File: src/rtl/icache_dm_ctrl.sv
// icache_dm_ctrl: fetch controller in front of a direct-mapped instruction cache
// storage array. A hit returns the stored word. A miss fetches the word from
// backing memory, writes it into storage and forwards it to the CPU in the same
// cycle. Hit and miss statistics counters saturate at their maximum value.
//
// state    | meaning
// IDLE     | waiting for cpu_req; the fetch address is latched on accept
// LOOKUP   | storage read strobe issued for addr_q
// CHECK    | storage result sampled; a hit returns the word, a miss goes to memory
// MEM_WAIT | mem_req held until mem_ack; the returned word is captured in data_q
// FILL     | word written to storage and forwarded to the CPU
module icache_dm_ctrl #(
  parameter int WORD_WIDTH = 32,
  parameter int ADDR_WIDTH = 32,
  parameter int COUNT_W    = 16
) (
  input  logic                  clk,
  input  logic                  reset,
  input  logic                  cpu_req,
  input  logic [ADDR_WIDTH-1:0] cpu_addr,
  output logic                  cpu_busy,
  output logic                  cpu_valid,
  output logic [WORD_WIDTH-1:0] cpu_rdata,
  output logic                  st_read,
  output logic                  st_write,
  output logic [ADDR_WIDTH-1:0] st_address,
  output logic [WORD_WIDTH-1:0] st_wdata,
  input  logic                  st_hit,
  input  logic [WORD_WIDTH-1:0] st_rdata,
  output logic                  mem_req,
  output logic [ADDR_WIDTH-1:0] mem_addr,
  input  logic                  mem_ack,
  input  logic [WORD_WIDTH-1:0] mem_rdata,
  output logic [COUNT_W-1:0]    hit_count,
  output logic [COUNT_W-1:0]    miss_count
);

  typedef enum logic [2:0] {
    S_IDLE     = 3'd0,
    S_LOOKUP   = 3'd1,
    S_CHECK    = 3'd2,
    S_MEM_WAIT = 3'd3,
    S_FILL     = 3'd4
  } state_e;

  localparam logic [COUNT_W-1:0] COUNT_MAX = '1;
  localparam logic [COUNT_W-1:0] COUNT_ONE = COUNT_W'(1);

  state_e                state_q, state_d;
  logic [ADDR_WIDTH-1:0] addr_q, addr_d;
  logic [WORD_WIDTH-1:0] data_q, data_d;
  logic [WORD_WIDTH-1:0] rdata_q, rdata_d;
  logic [COUNT_W-1:0]    hit_count_q, hit_count_d;
  logic [COUNT_W-1:0]    miss_count_q, miss_count_d;

  // State and datapath registers; reset returns to IDLE and clears everything,
  // which also drops mem_req and st_write asynchronously.
  always_ff @(posedge clk or posedge reset) begin
    if (reset) begin
      state_q      <= S_IDLE;
      addr_q       <= '0;
      data_q       <= '0;
      rdata_q      <= '0;
      hit_count_q  <= '0;
      miss_count_q <= '0;
    end else begin
      state_q      <= state_d;
      addr_q       <= addr_d;
      data_q       <= data_d;
      rdata_q      <= rdata_d;
      hit_count_q  <= hit_count_d;
      miss_count_q <= miss_count_d;
    end
  end

  // Next-state selection.
  always_comb begin
    state_d = state_q;
    case (state_q)
      S_IDLE:     if (cpu_req) state_d = S_LOOKUP;
      S_LOOKUP:   state_d = S_CHECK;
      S_CHECK:    state_d = st_hit ? S_IDLE : S_MEM_WAIT;
      S_MEM_WAIT: if (mem_ack) state_d = S_FILL;
      S_FILL:     state_d = S_IDLE;
      default:    state_d = S_IDLE;
    endcase
  end

  // Per-state strobes; only one of st_read/st_write/mem_req can be high.
  always_comb begin
    cpu_busy  = 1'b1;
    cpu_valid = 1'b0;
    st_read   = 1'b0;
    st_write  = 1'b0;
    mem_req   = 1'b0;
    case (state_q)
      S_IDLE:     cpu_busy  = 1'b0;
      S_LOOKUP:   st_read   = 1'b1;
      S_CHECK:    cpu_valid = st_hit;
      S_MEM_WAIT: mem_req   = 1'b1;
      S_FILL: begin
        st_write  = 1'b1;
        cpu_valid = 1'b1;
      end
      default:    cpu_busy  = 1'b0;
    endcase
  end

  // Returned word: storage word on a hit, refill word in FILL, otherwise the
  // last word delivered so the CPU sees a stable value between fetches.
  always_comb begin
    cpu_rdata = rdata_q;
    if (state_q == S_FILL) begin
      cpu_rdata = data_q;
    end else if (cpu_valid) begin
      cpu_rdata = st_rdata;
    end
  end

  // Address/data latches and saturating statistics counters.
  always_comb begin
    addr_d       = addr_q;
    data_d       = data_q;
    rdata_d      = rdata_q;
    hit_count_d  = hit_count_q;
    miss_count_d = miss_count_q;
    if ((state_q == S_IDLE) && cpu_req) begin
      addr_d = cpu_addr;
    end
    if ((state_q == S_MEM_WAIT) && mem_ack) begin
      data_d = mem_rdata;
    end
    if (cpu_valid) begin
      rdata_d = cpu_rdata;
    end
    if (state_q == S_CHECK) begin
      if (st_hit) begin
        if (hit_count_q != COUNT_MAX) hit_count_d = hit_count_q + COUNT_ONE;
      end else begin
        if (miss_count_q != COUNT_MAX) miss_count_d = miss_count_q + COUNT_ONE;
      end
    end
  end

  assign st_address = addr_q;
  assign st_wdata   = data_q;
  assign mem_addr   = addr_q;
  assign hit_count  = hit_count_q;
  assign miss_count = miss_count_q;

endmodule

File: config.mk
export PLATFORM = sky130hd
export DESIGN_NAME = icache_dm_ctrl
export DESIGN_NICKNAME = d
export VERILOG_FILES = /design/src/rtl/icache_dm_ctrl.sv
export SDC_FILE = /design/constraint.sdc
export NUM_CORES = 1
export LEC_CHECK = 0
export CAP_MARGIN = 15
export CORE_ASPECT_RATIO = 1.4
export CORE_MARGIN = 2
export CORE_UTILIZATION = 42
export CTS_CLUSTER_SIZE = 16
export DETAILED_ROUTE_END_ITERATION = 12
export PLACE_DENSITY = 0.9
export RECOVER_POWER = 25
export SLEW_MARGIN = 15
export SYNTH_ARGS = -nofsm -noshare
export SYNTH_HDL_FRONTEND = slang
export SYNTH_SLANG_ARGS = --single-unit
File: constraint.sdc
create_clock -name clk -period 6.2 [get_ports clk]
set_input_delay 1.55 -clock clk [delete_from_list [all_inputs] [get_ports clk]]
set_output_delay 1.55 -clock clk [all_outputs]
set_load 0.05 [all_outputs]
==> Word-level counts from Yosys, hierarchy flattened <==
Index checks and enable logic that the tools add are counted.
{ "op_classes": {"n_mux": 11, "eq_ne": 8, "bitwise": 1, "n_reduce_logical": 7, "add_sub_neg": 2} }
{ "op_table": {"columns": ["cell", "n"], "rows": [
  ["$mux 32", 2],
  ["$add 16x1->16 const B", 2],
  ["$ne 16x16->1 const B", 2],
  ["$pmux 3 s4", 1],
  ["$eq 3x2->1 const B", 2],
  ["$mux 3", 2],
  ["$reduce_and 3->1", 2],
  ["$mux 1", 4],
  ["$ne 2x2->1 const B", 2],
  ["$reduce_or 4->1", 1],
  ["$eq 3x1->1 const B", 1],
  ["$eq 3x3->1 const B", 1],
  ["$logic_not 3->1", 1],
  ["$logic_and 1x1->1", 2],
  ["$mux 2", 1],
  ["$pmux 1 s2", 1],
  ["$reduce_and 2->1", 1],
  ["$not 1->1", 1]
]} }
{ "totals": {"in_bits": 101, "regBits": 131, "output_inout_bits": 165} }

==> Logic depth before layout (Yosys ltp) <==
{ "logic_depth": {"word_depth": 4, "mapped_depth": 7} }

==> Least setup slack after synthesis <==
OpenSTA, ideal clock, no wires.
{ "synth_path": {"kind": "in2out", "start": "in st_hit", "end": "out cpu_rdata[10]", "cell_stages": 6, "n_path_buf": 2, "setup_slack_ps": 1747, "arrival_ps": 2903, "path_cell_list": "and4bb_2 clkbuf_1 nor2_1 clkbuf_1 nand2_1 nand2_1"} }
{ "synth_via": {"elab_chain_len": 3} }
{ "synth_lines": {"columns": ["element", "line_no", "rtl"], "rows": [
  ["start, declared", "28", "input logic st_hit,"],
  ["$pmux 1 s2", "96", "case (state_q)"],
  ["$mux 32", "115", "end else if (cpu_valid) begin"],
  ["$mux 32", "113", "if (state_q == S_FILL) begin"],
  ["end, declared", "23", "output logic [WORD_WIDTH-1:0] cpu_rdata,"]
]} }
No other way between the ends.

==> Worst setup path after layout <==
{ "layout_path": {"start": "in st_hit", "end": "out cpu_rdata[18]"} }
The elaborated chain is that of the path after synthesis.

==> impl_metrics.json <==
{
  "status": "complete, but fails checks",
  "violations": "capacitance limit, slew limit",
  "rsz0062_at_grt": "no",
  "synth_nets": 608,
  "first_pass_iters": 4,
  "yosysMostFrequentCell": "dfrtp_1",
  "hold_viol_final": 0,
  "tns_ns": 0,
  "synth_area_mm2": 0.00586,
  "synthArstFlopShare_pct": 100,
  "io_pins": 266,
  "fin_crit_ns": 5.64,
  "fin_crit_sh_pct": 91.0,
  "first_global_vias": 4777,
  "dpl.hpwl_um": 11100,
  "clock_latency_ns": 0.41,
  "postCtsSetupBuffers": 0,
  "grt_pass1_wl_um": 23900,
  "fill_cells": 1079,
  "clock.fmax_mhz": 177,
  "worstPathRequired_ns": 4.65,
  "fp-row-count": 51,
  "routed_wirelength_um": 15100,
  "synth_edf_count": 0,
  "dieArea_mm2": 0.0149,
  "drtIter0Drc": 169,
  "clk_root_buffer_cell": "clkbuf_16",
  "avgRoutedWirePerCell_um": 16.0,
  "place_congestion": 0.886,
  "synth_ff_type": "dfrtp_1",
  "slew_violations": 168,
  "core_area_mm2": 0.0138,
  "post-route-drc-count": 0,
  "die_width_um": 104,
  "min_path_type": "reg -> reg",
  "clk_path_buf_depth": 2,
  "critPathCaptureType": "output pin",
  "ys_types": 44,
  "crit_family": "buffers and inverters",
  "worst_slew_pin_slew_ns": 2.75,
  "finClkSkew_ns": 0.0102,
  "nets": 846,
  "port_buffers": 265,
  "synth_cells": 505,
  "via_per_inst": 4.98,
  "setup_viol": 0,
  "antenna_found_initial": 0,
  "cts.clk_slew.worst_paths_ns": 0.05,
  "die_y_um": 144,
  "grt_usage_pct": 20.4,
  "antenna_left": 0,
  "overflow": 0,
  "numCtsBuffers": 17,
  "cp-start-kind": "input pin",
  "slowest_delay_ns": 0.86,
  "start_util_pct": 42.5,
  "via_count": 4679,
  "clock-sinks": 131,
  "ys_ff_latch": 131,
  "crit_chain": "dlygate4sd3_1 > and4bb_2 > nor2_2 > nand2_1 > nand2_1 > clkdlybuf4s50_1",
  "drive_gt1_share_pct": 18.4,
  "arrival_ns": 4.09,
  "hold_buffers": 0,
  "path_buf_inv": 2,
  "crit_fanout": 13,
  "ctsResizeCount": 0,
  "yosysSeqAreaShare_pct": 56.0,
  "maxCapViolCount": 3,
  "crit_top_cell": "nand2_1",
  "synth.area.top_cells": "dfrtp_1, mux2_2, nand2_1, a22oi_1, buf_4",
  "synth_top_area_share_pct": 56.0,
  "cts_tree": "built",
  "syn_area_per_cell_um2": 11.6,
  "path_class": "in -> out",
  "crit_slowest_cell": "clkdlybuf4s50_1",
  "area_delta_synth_final_pct": 54.0,
  "yosys.area.top_type": "dfrtp_1",
  "htreeDepth": 4,
  "grt_max_degree": 69,
  "yosys-top-cells-count": "dfrtp_1, nand2_1, mux2_2",
  "ys_warn_count": 0,
  "slew-limit-headroom_pct": -84.5,
  "antenna_cells": 0
}
## worst paths after layout
path / start / end / slack (ns) / cells past startpoint
max: st_hit / cpu_rdata[18] / 0.56 / 6
min: rdata_q[26] / rdata_q[26] / 0.47 / 2
max reg2reg: state_q[0] / st_wdata[5] / 3.40 / 4
min reg2reg: rdata_q[26] / rdata_q[26] / 0.47 / 2
max in group asynchronous: reset / st_wdata[8] / 1.23 / 3
min in group asynchronous: reset / mem_addr[1] / 2.36 / 2
## layout make-up
type / count / area, um^2 / share of cell area (%)
clock buffers: 19 / 453 / 5.02
multi-input cells: 316 / 2240 / 24.8
flip-flops and latches: 131 / 3280 / 36.3
well taps: 185 / 231 / 2.57
clock inverters: 12 / 155 / 1.72
inverters: 6 / 23.8 / 0.264
repair buffers: 271 / 2640 / 29.3
## kinds of logic (layout without fill, tap and decap cells)
| logic type | after synthesis | in the layout | share of synthesized area (%) |
|---|---|---|---|
| and+or+nand+nor | 174 | 174 | 14.8 |
| DFF | 131 | 131 | 56.0 |
| muxes | 69 | 69 | 13.3 |
| buffers and inverters | 58 | 308 | 6.09 |
| AOI/OAI and AO/OA | 45 | 45 | 5.53 |
| xor gates and xnor gates | 26 | 26 | 3.89 |
| adders and majority gates | 2 | 2 | 0.427 |
## tightest hold or removal path: cells and delay by family (launching register included)
kind / cells / cell delay, ns
and+or+nand+nor: 2 / 0.12
DFF: 1 / 0.32
## sequential cells by signal, summed over array words and instances (netlist names)
name	count
state_q	3
hit_count	16
mem_addr	32
rdata_q	32
miss_count	16
st_wdata	32
## metal layers
layer  up-vias  global-route usage, %  share of wire [%]
met4         0                   7.68                1.6
met5         -                      0                  0
met3        19                   6.89                6.6
li1       2205                      -                  -
met2       194                   37.0                 54
met1      2261                   22.2                 37
## metrics by stage
step	cell area [um^2]	utilization, %	cells	setup WS [ns]	hold WS (ns)
after global placement	8430	61.2	909	0.767	0.452
final	9020	65.5	940	0.556	0.467
after floorplan	5860	-	505	1.15	0.440
after global routing	9020	65.5	940	0.467	0.490
after detailed placement	8430	61.2	909	0.688	0.458
after CTS	9040	65.6	940	0.673	0.471
## placed cells by master, fill, tap and decap left out, types with 4 or more instances in the layout
cell type / instances
nand2_1: 104
xor2_1: 17
dfrtp_1: 131
nor2_1: 11
buf_4: 25
xnor2_1: 9
a22oi_1: 32
inv_1: 5
nor3b_1: 4
clkdlybuf4s50_1: 241
clkbuf_16: 17
mux2_2: 69
nand4_1: 9
nor3_1: 8
nand3_1: 12
Power is not shown: default switching activity piles up to over one toggle a cycle in this logic, so the estimate is an artifact.
